### src/rtl/alu_cmd_sequencer.sv
// Issue stage for the tiny ALU: queues commands in a FIFO, drives the ALU
// start/done handshake with a timeout, and returns tagged results in order.
module alu_cmd_sequencer #(
  parameter int DATA_W  = 8,
  parameter int DEPTH   = 4,
  parameter int TAG_W   = 4,
  parameter int TIMEOUT = 15
) (
  input  logic                       clk,
  input  logic                       reset,
  input  logic                       cmd_valid,
  output logic                       cmd_ready,
  input  logic [2:0]                 cmd_op,
  input  logic [DATA_W-1:0]          cmd_a,
  input  logic [DATA_W-1:0]          cmd_b,
  input  logic [TAG_W-1:0]           cmd_tag,
  output logic                       alu_start,
  output logic [2:0]                 alu_op,
  output logic [DATA_W-1:0]          alu_a,
  output logic [DATA_W-1:0]          alu_b,
  input  logic                       alu_done,
  input  logic [2*DATA_W-1:0]        alu_result,
  output logic                       rsp_valid,
  input  logic                       rsp_ready,
  output logic [2*DATA_W-1:0]        rsp_result,
  output logic [TAG_W-1:0]           rsp_tag,
  output logic                       rsp_err,
  output logic [$clog2(DEPTH):0]     cmd_count,
  output logic                       busy
);

  localparam int AW = $clog2(DEPTH);
  localparam int CW = AW + 1;
  localparam int TW = $clog2(TIMEOUT + 1);

  typedef enum logic [1:0] {IDLE, ISSUE, GAP} state_t;

  typedef struct packed {
    logic [2:0]        op;
    logic [DATA_W-1:0] a;
    logic [DATA_W-1:0] b;
    logic [TAG_W-1:0]  tag;
  } cmd_t;

  cmd_t           mem [DEPTH];
  cmd_t           head;
  logic [AW-1:0]  wr_ptr;
  logic [AW-1:0]  rd_ptr;
  logic [CW-1:0]  count;
  logic           push;
  logic           pop;

  state_t         state;
  logic [TW-1:0]  tcnt;
  logic [TW-1:0]  tcnt_next;
  logic [TAG_W-1:0] hold_tag;

  assign cmd_ready = (count < CW'(DEPTH));
  assign push      = cmd_valid && cmd_ready;
  // Launch only with no response outstanding, which keeps responses in order.
  assign pop       = (state == IDLE) && (count != '0) && !rsp_valid;
  assign head      = mem[rd_ptr];
  assign cmd_count = count;
  assign busy      = (state != IDLE) || (count != '0);
  assign tcnt_next = tcnt + 1'b1;

  always_ff @(posedge clk) begin
    if (push) mem[wr_ptr] <= '{op: cmd_op, a: cmd_a, b: cmd_b, tag: cmd_tag};
  end

  always_ff @(posedge clk or posedge reset) begin
    if (reset) begin
      wr_ptr <= '0;
      rd_ptr <= '0;
      count  <= '0;
    end else begin
      if (push) wr_ptr <= wr_ptr + 1'b1;
      if (pop)  rd_ptr <= rd_ptr + 1'b1;
      case ({push, pop})
        2'b10:   count <= count + 1'b1;
        2'b01:   count <= count - 1'b1;
        default: count <= count;
      endcase
    end
  end

  always_ff @(posedge clk or posedge reset) begin
    if (reset) begin
      state      <= IDLE;
      tcnt       <= '0;
      hold_tag   <= '0;
      alu_start  <= 1'b0;
      alu_op     <= '0;
      alu_a      <= '0;
      alu_b      <= '0;
      rsp_valid  <= 1'b0;
      rsp_result <= '0;
      rsp_tag    <= '0;
      rsp_err    <= 1'b0;
    end else begin
      if (rsp_valid && rsp_ready) rsp_valid <= 1'b0;
      case (state)
        IDLE: begin
          if (pop) begin
            alu_op    <= head.op;
            alu_a     <= head.a;
            alu_b     <= head.b;
            hold_tag  <= head.tag;
            alu_start <= 1'b1;
            tcnt      <= '0;
            state     <= ISSUE;
          end
        end
        ISSUE: begin
          tcnt <= tcnt_next;
          // done takes priority over a timeout expiring in the same cycle
          if (alu_done) begin
            rsp_result <= (alu_op == 3'd0) ? '0 : alu_result;
            rsp_tag    <= hold_tag;
            rsp_err    <= 1'b0;
            rsp_valid  <= 1'b1;
            alu_start  <= 1'b0;
            state      <= GAP;
          end else if (tcnt_next == TW'(TIMEOUT)) begin
            rsp_result <= '0;
            rsp_tag    <= hold_tag;
            rsp_err    <= 1'b1;
            rsp_valid  <= 1'b1;
            alu_start  <= 1'b0;
            state      <= GAP;
          end
        end
        GAP:     state <= IDLE;
        default: state <= IDLE;
      endcase
    end
  end

endmodule
### config.mk
export PLATFORM = sky130hd
export DESIGN_NAME = alu_cmd_sequencer
export DESIGN_NICKNAME = d
export VERILOG_FILES = /design/src/rtl/alu_cmd_sequencer.sv
export SDC_FILE = /design/constraint.sdc
export NUM_CORES = 1
export LEC_CHECK = 0
export ABC_AREA = 1
export BUFFER_PORTS_ARGS = -buffer_cell sky130_fd_sc_hd__buf_2
export CORE_MARGIN = 2
export CORE_UTILIZATION = 56
export CTS_CLUSTER_DIAMETER = 100
export DETAILED_ROUTE_END_ITERATION = 8
export GPL_TIMING_DRIVEN = 0
export PLACE_DENSITY = 0.9
export SETUP_SLACK_MARGIN = 0.05
export SYNTH_ARGS = -nofsm -noshare
export SYNTH_HDL_FRONTEND = slang
export SYNTH_SLANG_ARGS = --single-unit
### constraint.sdc
create_clock -name clk -period 2.98 [get_ports clk]
set_clock_uncertainty 0.05 [all_clocks]
set_input_delay 0.298 -clock clk [delete_from_list [all_inputs] [get_ports clk]]
set_output_delay 0.298 -clock clk [all_outputs]
set_load 0.01 [all_outputs]
Word-level counts from Yosys, hierarchy flattened
Memories as Yosys holds them, arrays and structs flattened. A register that Yosys moved wholly into a read port is not among the register bits.
Cells that the tools add are included.
Widths: inputs -> output; s select.
{ "classes": {"add_sub_neg": 5, "order_cmp": 1, "n_eq_ne": 6, "muxes": 24, "reduce_logical": 18} }
{ "ops": {"columns": ["operator", "n"], "rows": [
  ["$mux 16", 3],
  ["$mux 4", 3],
  ["$mux 1", 11],
  ["$pmux 4 s2", 1],
  ["$reduce_and 2->1", 4],
  ["$reduce_bool 2->1", 4],
  ["$mux 2", 3],
  ["$pmux 3 s2", 1],
  ["$add 2x1->2 const B", 2],
  ["$add 4x1->4 const B", 1],
  ["$eq 2x1->1 const B", 2],
  ["$eq 4x4->1 const B", 1],
  ["$logic_and 1x1->1", 4],
  ["$pmux 2 s2", 1],
  ["$add 3x1->3 const B", 1],
  ["$logic_not 3->1", 1],
  ["$lt 3x3->1 const B", 1],
  ["$ne 3x3->1 const B", 1],
  ["$reduce_and 3->1", 1],
  ["$reduce_bool 3->1", 1],
  ["$sub 3x1->3 const B", 1],
  ["$eq 2x2->1 const B", 1],
  ["$logic_not 2->1", 1],
  ["$ne 2x2->1 const B", 1],
  ["other kinds (3)", 3]
]} }
{ "word_totals": {"regBits": 36, "ramBits": 92, "wordCells": 65, "mem_count": 1} }
{ "memory_table": {"columns": ["memory", "depth", "word_bits", "read_ports", "rd_ports_with_merged_regs", "wr", "line_no", "text"], "rows": [
  ["mem", 4, 23, 1, 1, 1, "45", "cmd_t mem [DEPTH];"]
]} }

Depth between registers and ports, before layout
{ "depth": {"ltp_word": 5, "depth_mapped": 11, "depth_no_buf": 10} }

Worst setup path before layout
No wires, ideal clock.
{ "synth_path": {"path_kind": "register to register", "from": "register count[2], in the netlist cmd_count[2]", "to": "memory mem[0][0] (netlist name) (enable)", "setup_ns": 0.403, "arrival_time_ns": 1.763, "setup_slack_ns": 0.764, "stages_incl_launch_ff": 4, "period_less_slack_ns": 2.216, "path_cell_list": "dfrtp_1 inv_1 nand2_1 nor2_1"} }
{ "synth_between": {"elab_chain_len": 4} }
{ "synth_rtl": {"columns": ["element", "line_no", "text"], "rows": [
  ["start, declared", "49", "logic [CW-1:0] count;"],
  ["start signal, assigned", "80", "2'b10: count <= count + 1'b1;"],
  ["start signal, assigned", "81", "2'b01: count <= count - 1'b1;"],
  ["start signal, assigned", "82", "default: count <= count;"],
  ["$lt 3x3->1", "58", "assign cmd_ready = (count < CW'(DEPTH));"],
  ["via cmd_ready", "12", "output logic cmd_ready,"],
  ["$logic_and 1x1->1", "59", "assign push = cmd_valid && cmd_ready;"],
  ["$mux 1", "68", "if (push) mem[wr_ptr] <= '{op: cmd_op, a: cmd_a, b: cmd_b, tag: cmd_tag};"],
  ["$mux 1 (implied by the code)", "68", null],
  ["end, declared", "45", null]
]} }
The timed path passes the listed nets, and every way through them passes these cells.

Worst setup path after layout
{ "layout_path": {"from": "register count[0], in the netlist cmd_count[0]", "to": "register count[2], in the netlist cmd_count[2]"} }
{ "layout_between": {"elab_chain_len": 5} }
{ "layout_rtl": {"columns": ["element", "line_no", "text"], "rows": [
  ["$reduce_bool 3->1 (*)", "61", "assign pop = (state == IDLE) && (count != '0) && !rsp_valid;"],
  ["$logic_and 1x1->1 (*) (2 in series)", "61", null],
  ["via pop", "51", "logic pop;"],
  ["$eq 2x1->1 / $eq 2x2->1 (equally long branches)", "79", "case ({push, pop})"],
  ["$pmux 3 s2 / $reduce_bool 2->1 (equally long branches)", null, null]
]} }
The timed path passes the listed nets; every way through them passes the cells marked *.
A chain may end at the register's enable or synchronous reset.

==> results.toml <==
[outcome]
status = "completed"

[place]
gp_congestion = 0.853
dp_worst_setup_slack_ns = 0.690
io_buffers = 90
hpwl_mm = 8.73

[power_and_ir_drop]
p_clk_frac = 0.252
ir_worst_vdd_mv = 0.613
netSwitchingFraction = 0.370
internal_power_mw = 5.04
p_leak_nw = 3.22
powerDensity_nw_per_um2 = 1040
power_frac_seq = 0.392
pwr-share-comb = 0.356
net-switching-power_mw = 2.96

[die]
rows = 37
core_area_um2 = 10300
die_x_um = 107
die_y_um = 107
start_util = 0.579
num_io_pins = 91
die_area_um2 = 11500

[layout]
drive_gt1_frac = 0.264
n_fill_cell = 615
area_growth_pct = 28.7
diodes = 0
final_cell_mix = "nor2_1, buf_2, edfxtp_1"
finalCoreUtilization = 0.745
final_common_cell = "nor2_1"
fin_nets = 709

[worst_setup_path]
startpoint_type = "flip-flop"
slowest_stage = "fa_1"
required_ns = 3.34
r2r_end = "cmd_count[2]"
crit_path_max_incr_delay_ns = 0.38
critical_path_class = "flip-flop to flip-flop"
crit_buf_inv = 4
r2r_start = "cmd_count[0]"
critPathTopFamily = "adder cells"
arrival_ns = 2.67
cp_cell_sequence = "inv_1 -> nand3_1 -> inv_1 -> nor2_4 -> buf_2 -> ha_1 -> inv_1 -> fa_1 -> a21oi_1 -> o21ai_0 -> xor2_1"
end_kind = "flip-flop"
reg2reg_depth = 11
regToRegSetupSlack_ns = 0.67
cp_common_cell = "inv_1"
crit_fanout = 10

[logic_synthesis]
synth_top_area_share = 0.462
avgSynthCellArea_um2 = 11.9
synthTopCellsByArea = "edfxtp_1, dfrtp_1, nor2_1"
syn_area_um2 = 5980
yosys.area.top_type = "edfxtp_1"
synth_nets = 554
ys_ff_latch = 151
synthCells = 502
ys.warnings.count = 0
seq_area_frac_synth = 0.709
synth_cell_types = 28

[clock_tree]
clk_latency_ns = 0.53
cts-resized-gates = 0
cts_setup_buffers = 0
cts_sinks = 151
cts_buffers = 17
htree_num_levels = 4
clk_pin_slew_ns = 0.06
cts_root_buf = "clkbuf_8"
clock_path_buffers = 2
tritoncts = "yes"

[sta]
fin_crit_sh = 0.776
tightest_slew_ns = 0.870
min_period_ns = 2.31
fin_setup_tns_ns = 0
max_freq_mhz = 432
max_slew_margin = 0.419
rsz0062_at_grt = "no"
final_max_slew_viol_count = 0
layout_setup_ws_ns = 0.668
hold_violations = 0
setup-violations-final = 0

[global_route]
grt_max_degree = 43
grt_pass1_vias = 4667
overflow = 0
grt_pass1_wl_mm = 22.8
antenna_found_initial = 0
grt_util_all_layers = 0.269

[min_path]
min-delay-start = "alu_done"
whs_endpoint = "rsp_err"
hp-class = "input port to flip-flop"
holdPathStages = 4

[drt]
route.detailed.drc = 0
wire_per_inst_um = 18.5
routed_via_density = 5.54
ant_nets = 0
wl_mm = 14.9
dr.pass1.iters = 5
drtIter0Drc = 505
vias = 4469

[flow_run]
max-cap-violations = 0
cell families (layout without fill, tap and decap cells):
logic type	Yosys count	in the layout	share of synthesized area
compound gates	79	79	0.0712
xor+xnor	5	5	0.00732
fa+ha+maj	8	8	0.0180
buf+inv	48	216	0.0406
flops	151	151	0.709
simple gates	211	211	0.154
worst min-delay path: stages:
cell and delay (ns):
buf_2 0.08, inv_1 0.10, nand3_1 0.12, nand2_1 0.07
layout make-up:
type                       count  area, µm²  share of cell area
sequential                   151       4240               0.551
multi-input combinational    303       1510               0.196
timing repair buffer         136        966               0.126
clock buffer                  26        532              0.0691
tap                          136        170              0.0221
buffer                        23        149              0.0194
inverter                      25       93.8              0.0122
clock inverter                 6       35.0             0.00456
synthesized netlist by cell type (all sizes together):
master / instances
nor2: 126
edfxtp: 92
dfrtp: 59
nand2: 59
o21ai: 53
inv: 25
nand3: 24
a31oi: 23
buf: 17
ha: 7
clkbuf: 6
xor2: 4
a21oi: 2
fa: 1
nand4: 1
o22ai: 1
or3: 1
xnor2: 1
sequential cells by signal (all words and copies together), names as in the netlist:
register and count:
rsp_tag 4, state 2, alu_op 3, tcnt 4, rsp_err 1, alu_start 1, alu_b 8, wr_ptr 2
rd_ptr 2, mem 92, cmd_count 3, rsp_result 16, rsp_valid 1, hold_tag 4, alu_a 8
metrics by stage:
stage               power, mW  std cells  hold slack, ns  cell area (µm²)
finish                   8.00        806           0.134             7690
global route             8.44        806           0.141             7690
CTS                      7.97        806           0.105             7690
detailed placement       5.86        733           0.275             6710
global placement         5.63        728           0.401             6600
floorplan                4.84        502           0.344             5980
worst max path at each step:
stage	from	slack, ns	end	depth (start not counted)
floorplan	cmd_count[2]	0.76	mem[0][0]	3
global placement	cmd_count[2]	0.11	mem[0][7]	3
detailed placement	cmd_count[1]	0.69	cmd_count[2]	11
CTS	cmd_count[1]	0.67	cmd_count[2]	11
global route	cmd_count[1]	0.51	cmd_count[2]	11
finish	cmd_count[0]	0.67	cmd_count[2]	11
power by group through the flow:
stage               Sequential (mW)  Combinational, mW  Clock, mW
finish                         3.14               2.85       2.02
global route                   3.18               3.14       2.12
CTS                            3.12               2.81       2.04
global placement               3.12               2.51          0
detailed placement             3.14               2.72          0
floorplan                      3.23               1.61          0
metal layers:
metal	vias up	wire length [µm]	share of wire	track usage
met2	275	8020	0.54	0.487
met4	0	293	0.020	0.119
met3	35	1200	0.081	0.0660
met5	-	0	0	0
met1	2134	5370	0.36	0.300
li1	2025	-	-	-
what timing repair did:
item / 4_1_cts / 5_1_grt
endpoints found under the hold margin: 126 / 0
setup endpoints to repair: 0 / 0
hold buffers: 41 / 0
(Power assumes the default switching activity.)
